## config.mk

```make
export PLATFORM = sky130hd
export DESIGN_NAME = mips32_lane_ram
export DESIGN_NICKNAME = d
export VERILOG_FILES = /design/src/rtl/mips32_lane_ram.sv
export SDC_FILE = /design/constraint.sdc
export NUM_CORES = 1
export LEC_CHECK = 0
export CAP_MARGIN = 20
export CORE_UTILIZATION = 60
export DETAILED_ROUTE_END_ITERATION = 10
export GPL_ROUTABILITY_DRIVEN = 0
export PLACE_DENSITY = 0.9
export SYNTH_ARGS = -nofsm -noshare
export SYNTH_HDL_FRONTEND = slang
export SYNTH_SLANG_ARGS = --single-unit
```

## constraint.sdc

```tcl
create_clock -name clock -period 5.23 [get_ports clock]
set_clock_uncertainty 0.2 [all_clocks]
set_input_delay 1.569 -clock clock [delete_from_list [all_inputs] [get_ports clock]]
set_output_delay 1.569 -clock clock [all_outputs]
set_load 0.01 [all_outputs]
```

## src/rtl/mips32_lane_ram.sv

```systemverilog
// Block-RAM wrapper with one lane-masked write port and two write-first synchronous read ports.
// An optional output register adds a cycle of latency, and an optional post-reset sweep zeroes the array.
module mips32_lane_ram #(
    parameter int AWIDTH = 4,
    parameter int DWIDTH = 32,
    parameter int LANES  = 4,
    parameter int OUTREG = 0,
    parameter int CLEAR  = 1
) (
    input  logic              clock,
    input  logic              reset,
    output logic              ready,
    input  logic [AWIDTH-1:0] readAddrA,
    input  logic              readEnableA,
    output logic [DWIDTH-1:0] readDataA,
    output logic              readValidA,
    input  logic [AWIDTH-1:0] readAddrB,
    input  logic              readEnableB,
    output logic [DWIDTH-1:0] readDataB,
    output logic              readValidB,
    input  logic [AWIDTH-1:0] writeAddr,
    input  logic [DWIDTH-1:0] writeData,
    input  logic [LANES-1:0]  writeLane,
    input  logic              writeEnable
);

    localparam int DEPTH = 2 ** AWIDTH;
    localparam int LANEW = (LANES > 1) ? 8 : DWIDTH;

    typedef enum logic { SWEEP, RUN } stateType;

    logic [DWIDTH-1:0] mem [DEPTH];
    stateType          state, stateNext;
    logic [AWIDTH-1:0] clearCnt;
    logic              running;
    logic              wrActive;
    logic [LANES-1:0]  wrStrobe;
    logic [DWIDTH-1:0] wrMask, wrWord, mergedA, mergedB;
    logic [DWIDTH-1:0] dataA_p1, dataB_p1;
    logic              vldA_p1, vldB_p1;

    function automatic logic [DWIDTH-1:0] laneMask(input logic [LANES-1:0] strobes);
        logic [DWIDTH-1:0] m;
        m = '0;
        for (int i = 0; i < LANES; i++) begin
            m[i*LANEW +: LANEW] = {LANEW{strobes[i]}};
        end
        return m;
    endfunction

    function automatic logic [DWIDTH-1:0] mergeLanes(input logic [DWIDTH-1:0] oldWord,
                                                     input logic [DWIDTH-1:0] newWord,
                                                     input logic [DWIDTH-1:0] mask);
        return (oldWord & ~mask) | (newWord & mask);
    endfunction

    always_ff @(posedge clock) begin
        if (reset) begin
            state    <= (CLEAR != 0) ? SWEEP : RUN;
            clearCnt <= '0;
        end else begin
            state <= stateNext;
            if (state == SWEEP) clearCnt <= clearCnt + 1'b1;
        end
    end

    always_comb begin
        stateNext = state;
        if (state == SWEEP && clearCnt == {AWIDTH{1'b1}}) stateNext = RUN;
    end

    assign running = (state == RUN);
    assign ready   = running;

    // Write-first merge: a same-edge write to the read address shows its written lanes.
    always_comb begin
        wrStrobe = (LANES == 1) ? {LANES{1'b1}} : writeLane;
        wrMask   = laneMask(wrStrobe);
        wrActive = running & writeEnable & ~reset;
        wrWord   = mergeLanes(mem[writeAddr], writeData, wrMask);
        mergedA  = mem[readAddrA];
        mergedB  = mem[readAddrB];
        if (wrActive && writeAddr == readAddrA) mergedA = mergeLanes(mem[readAddrA], writeData, wrMask);
        if (wrActive && writeAddr == readAddrB) mergedB = mergeLanes(mem[readAddrB], writeData, wrMask);
    end

    always_ff @(posedge clock) begin
        if (!reset && state == SWEEP) begin
            mem[clearCnt] <= '0;
        end else if (wrActive) begin
            mem[writeAddr] <= wrWord;
        end
    end

    // Stage p1: synchronous read register
    always_ff @(posedge clock) begin
        if (reset) begin
            dataA_p1 <= '0;
            dataB_p1 <= '0;
            vldA_p1  <= 1'b0;
            vldB_p1  <= 1'b0;
        end else begin
            vldA_p1 <= running & readEnableA;
            vldB_p1 <= running & readEnableB;
            if (running && readEnableA) dataA_p1 <= mergedA;
            if (running && readEnableB) dataB_p1 <= mergedB;
        end
    end

    // Stage p2: optional output register
    if (OUTREG != 0) begin : genOutReg
        logic [DWIDTH-1:0] dataA_p2, dataB_p2;
        logic              vldA_p2, vldB_p2;

        always_ff @(posedge clock) begin
            if (reset) begin
                dataA_p2 <= '0;
                dataB_p2 <= '0;
                vldA_p2  <= 1'b0;
                vldB_p2  <= 1'b0;
            end else begin
                dataA_p2 <= dataA_p1;
                dataB_p2 <= dataB_p1;
                vldA_p2  <= vldA_p1;
                vldB_p2  <= vldB_p1;
            end
        end

        assign readDataA  = dataA_p2;
        assign readDataB  = dataB_p2;
        assign readValidA = vldA_p2;
        assign readValidB = vldB_p2;
    end else begin : genDirect
        assign readDataA  = dataA_p1;
        assign readDataB  = dataB_p1;
        assign readValidA = vldA_p1;
        assign readValidB = vldB_p1;
    end

endmodule
```

==> results by group <==
Worst setup path
  – Critical path arrival: 4.69 ns
  – Slowest cell on crit path: clkdlybuf4s50_1
  – Worst Path Buf+Inv: 2
  – FF-to-FF setup slack: 1.82 ns
  – Startpoint types: input port
  – CP endpoint kind: flop
  – Max incr delay on CP: 0.86 ns
  – Top Family by Delay on Critical Path: buffers and inverters
  – Crit Path Max Fanout: 13
  – CP Class: input port to flop
  – Worst Path Required: 5.55 ns
  – Worst path cell trace: clkdlybuf4s50_1, xor2_1, nor4_4, buf_4, nand4_1, o221ai_1

Synthesis
  – Mapped cell area: 30300 um^2
  – Top_reg_cell synth: edfxtp_1
  – Post-synthesis register bit count: 583
  – Yosys cell types: 44
  – Yosys top cell area share: 0.508
  – Mapped Nets: 1773
  – Async SR Flop Fraction: 0
  – Synthesized instance count: 1719
  – Post-synth top area cell: edfxtp_1
  – Synth warn: 0
  – Post-synth EDFFs: 512
  – Most frequent cell after synthesis: edfxtp_1
  – Register area share after synthesis: 0.555
  – Top post-synthesis cells by area: edfxtp_1, mux4_2, dfxtp_1
  – Commonest cells in the netlist: edfxtp_1, mux4_2, a22o_1, clkbuf_1, dfxtp_1
  – Post-Syn Area per Cell: 17.6 um^2

Clock tree
  – Root buffer cell: clkbuf_16
  – CTS sink cnt: 583
  – CTS tree: yes
  – PostCTS Resize Cnt: 0
  – Clock-pin slew on the worst setup and hold paths: 0.06 ns
  – Postcts setup bufs: 0
  – Total CTS buffers: 58
  – Clock latency on the worst-skew pair: 0.64 ns
  – CTS max path bufs: 3
  – Hold buffer count at CTS: 0
  – H-tree depth: 2

Power
  – Internal power: 7.96 mW
  – Psw: 2.47 mW
  – Worst IR Drop VDD: 0.240 mV
  – Sequential Power Share: 0.487
  – Power Density: 298 nW/um^2
  – Lkg Pwr: 12.0 nW
  – Clk pwr share: 0.419
  – Switching share of power: 0.237
  – Logic pwr share: 0.094
  – Tot Pwr: 10.4 mW

Min path
  – Min-Delay Path Class: flop to flop

Flow run
  – Max-cap violations: 0

Final layout
  – Share of layout cells above drive strength 1: 0.345
  – Fin cells: 2576
  – Fillers: 2810
  – Area Overhead vs Synth: 15.5%
  – Final nets: 1914
  – Final Util: 0.708

Floorplan
  – Core Region: 49400 um^2
  – Die W: 227 um
  – Die height: 227 um
  – IO Pins: 120
  – Initial Utilization: 0.613
  – Site row count: 81
  – Die ar.: 51400 um^2

STA
  – Worst slew margin: 0.281
  – Setup TNS: 0 ns
  – Final slew viol count: 0
  – Setup Viol. Count Final: 0
  – Tmin final: 4.37 ns
  – F_max: 229 MHz
  – Tcrit/Tclk final: 0.835
  – RSZ-0062 raised after global routing: false
  – Slew @ Worst Pin: 1.07 ns
  – Final Hold Viols: 0
  – Final worst slack: 0.861 ns

Routing
  – Via count: 21300
  – DRT Pass-1 Iters: 9
  – DRT iter0 DRCs: 3578
  – DRC: 0
  – DR WL met3: 17400 um
  – Vias per cell: 8.26
  – Antenna Nets Post-Route: 0
  – Routed wire per std cell: 38.6 um
  – Met2 WL: 44900 um
  – Post-Route M1 WL: 28900 um
  – Routed wire length: 99400 um
  – Top layer reached by signal wires: met5

Placed design
  – Pre-CTS WS: 0.548 ns
  – DPL Wire Length: 57600 um
  – IO buf count: 119
  – Post-Place Cells: 2464

Global routing
  – Overall Global Routing Usage: 0.397
  – GRT Residual Overflow: 0
  – Pin count of the biggest net entering global routing: 63
  – Vias in the first global route: 22100
  – First-pass GRT wire length: 144000 um
  – Initial antenna violation count: 2

Outcome
  – Status: completed
tightest hold or removal path: stages (launching register included):
cell      delay [ns]
dfxtp_1         0.33
nand2_1         0.05
o221ai_1        0.06
path summary, 6_finish.rpt:
check	from	end	depth (start not counted)
max	writeAddr[3]	readDataB[24]$_SDFFE_PP0P_	6
max reg2reg	ready$_SDFFE_PP0P_	readDataB[24]$_SDFFE_PP0P_	4
min	readDataB[14]$_SDFFE_PP0P_	readDataB[14]$_SDFFE_PP0P_	2
min reg2reg	readDataB[14]$_SDFFE_PP0P_	readDataB[14]$_SDFFE_PP0P_	2
area by class of cell:
cell class              count  area [um^2]  area share
flip-flops and latches    583        16800       0.480
multi-input cells         954        12900       0.370
repair buffers            237         2310      0.0661
clock buffers              73         1650      0.0473
well taps                 664          831      0.0238
clock inverters            37          335     0.00959
inverters                  26         97.6     0.00279
diodes                      2         5.00    0.000143
routing by layer:
metal / vias up / track usage
met3: 678 / 0.153
li1: 7761 / -
met2: 2473 / 0.599
met1: 10400 / 0.480
met4: 2 / 0.258
met5: - / 0.00587
cell families after synthesis:
kind of cell	after synthesis	synth area share
xor+xnor	11	0.00318
simple gates	216	0.0346
flops	583	0.555
compound gates	277	0.0734
buf+inv	182	0.0252
fa+ha+maj	1	0.000413
mux	449	0.308
flip-flops by register name (all words and copies together) (netlist names):
signal,flops
mem,512
clearCnt,4
readValidA,1
readValidB,1
readDataB,32
ready,1
readDataA,32
layout by cell type, fill, tap and decap left out, drive strengths merged, types with 5 or more instances in the layout:
master,n
a22o,112
buf,125
nand2,58
mux4,385
nand2b,6
o221ai,48
a221oi,32
mux2i,43
bufinv,5
a21oi,6
nand4,6
nor2,69
dfxtp,71
a31oi,6
a311o,6
clkinv,25
nor2b,7
clkbuf,76
xor2,10
edfxtp,512
nand3,34
inv,29
o21ai,46
mux2,21
clkdlybuf4s50,109
a41oi,14
and2,18
nand3b,6
power by group through the flow:
stage	clock, mW	combinational (mW)	sequential [mW]
after floorplan	0	0.611	5.17
after global placement	0	0.907	5.17
after detailed placement	0	0.930	5.18
after CTS	4.36	0.945	5.08
after global routing	4.51	0.991	5.08
final	4.37	0.981	5.08
per-stage QoR:
stage | cell area [um^2] | hold slack (ns)
after floorplan | 30300 | 0.303
after global placement | 33000 | 0.247
after detailed placement | 33000 | 0.249
after CTS | 35000 | 0.270
after global routing | 35000 | 0.284
final | 35000 | 0.267
No activity file was read; power rests on OpenSTA's default activity.
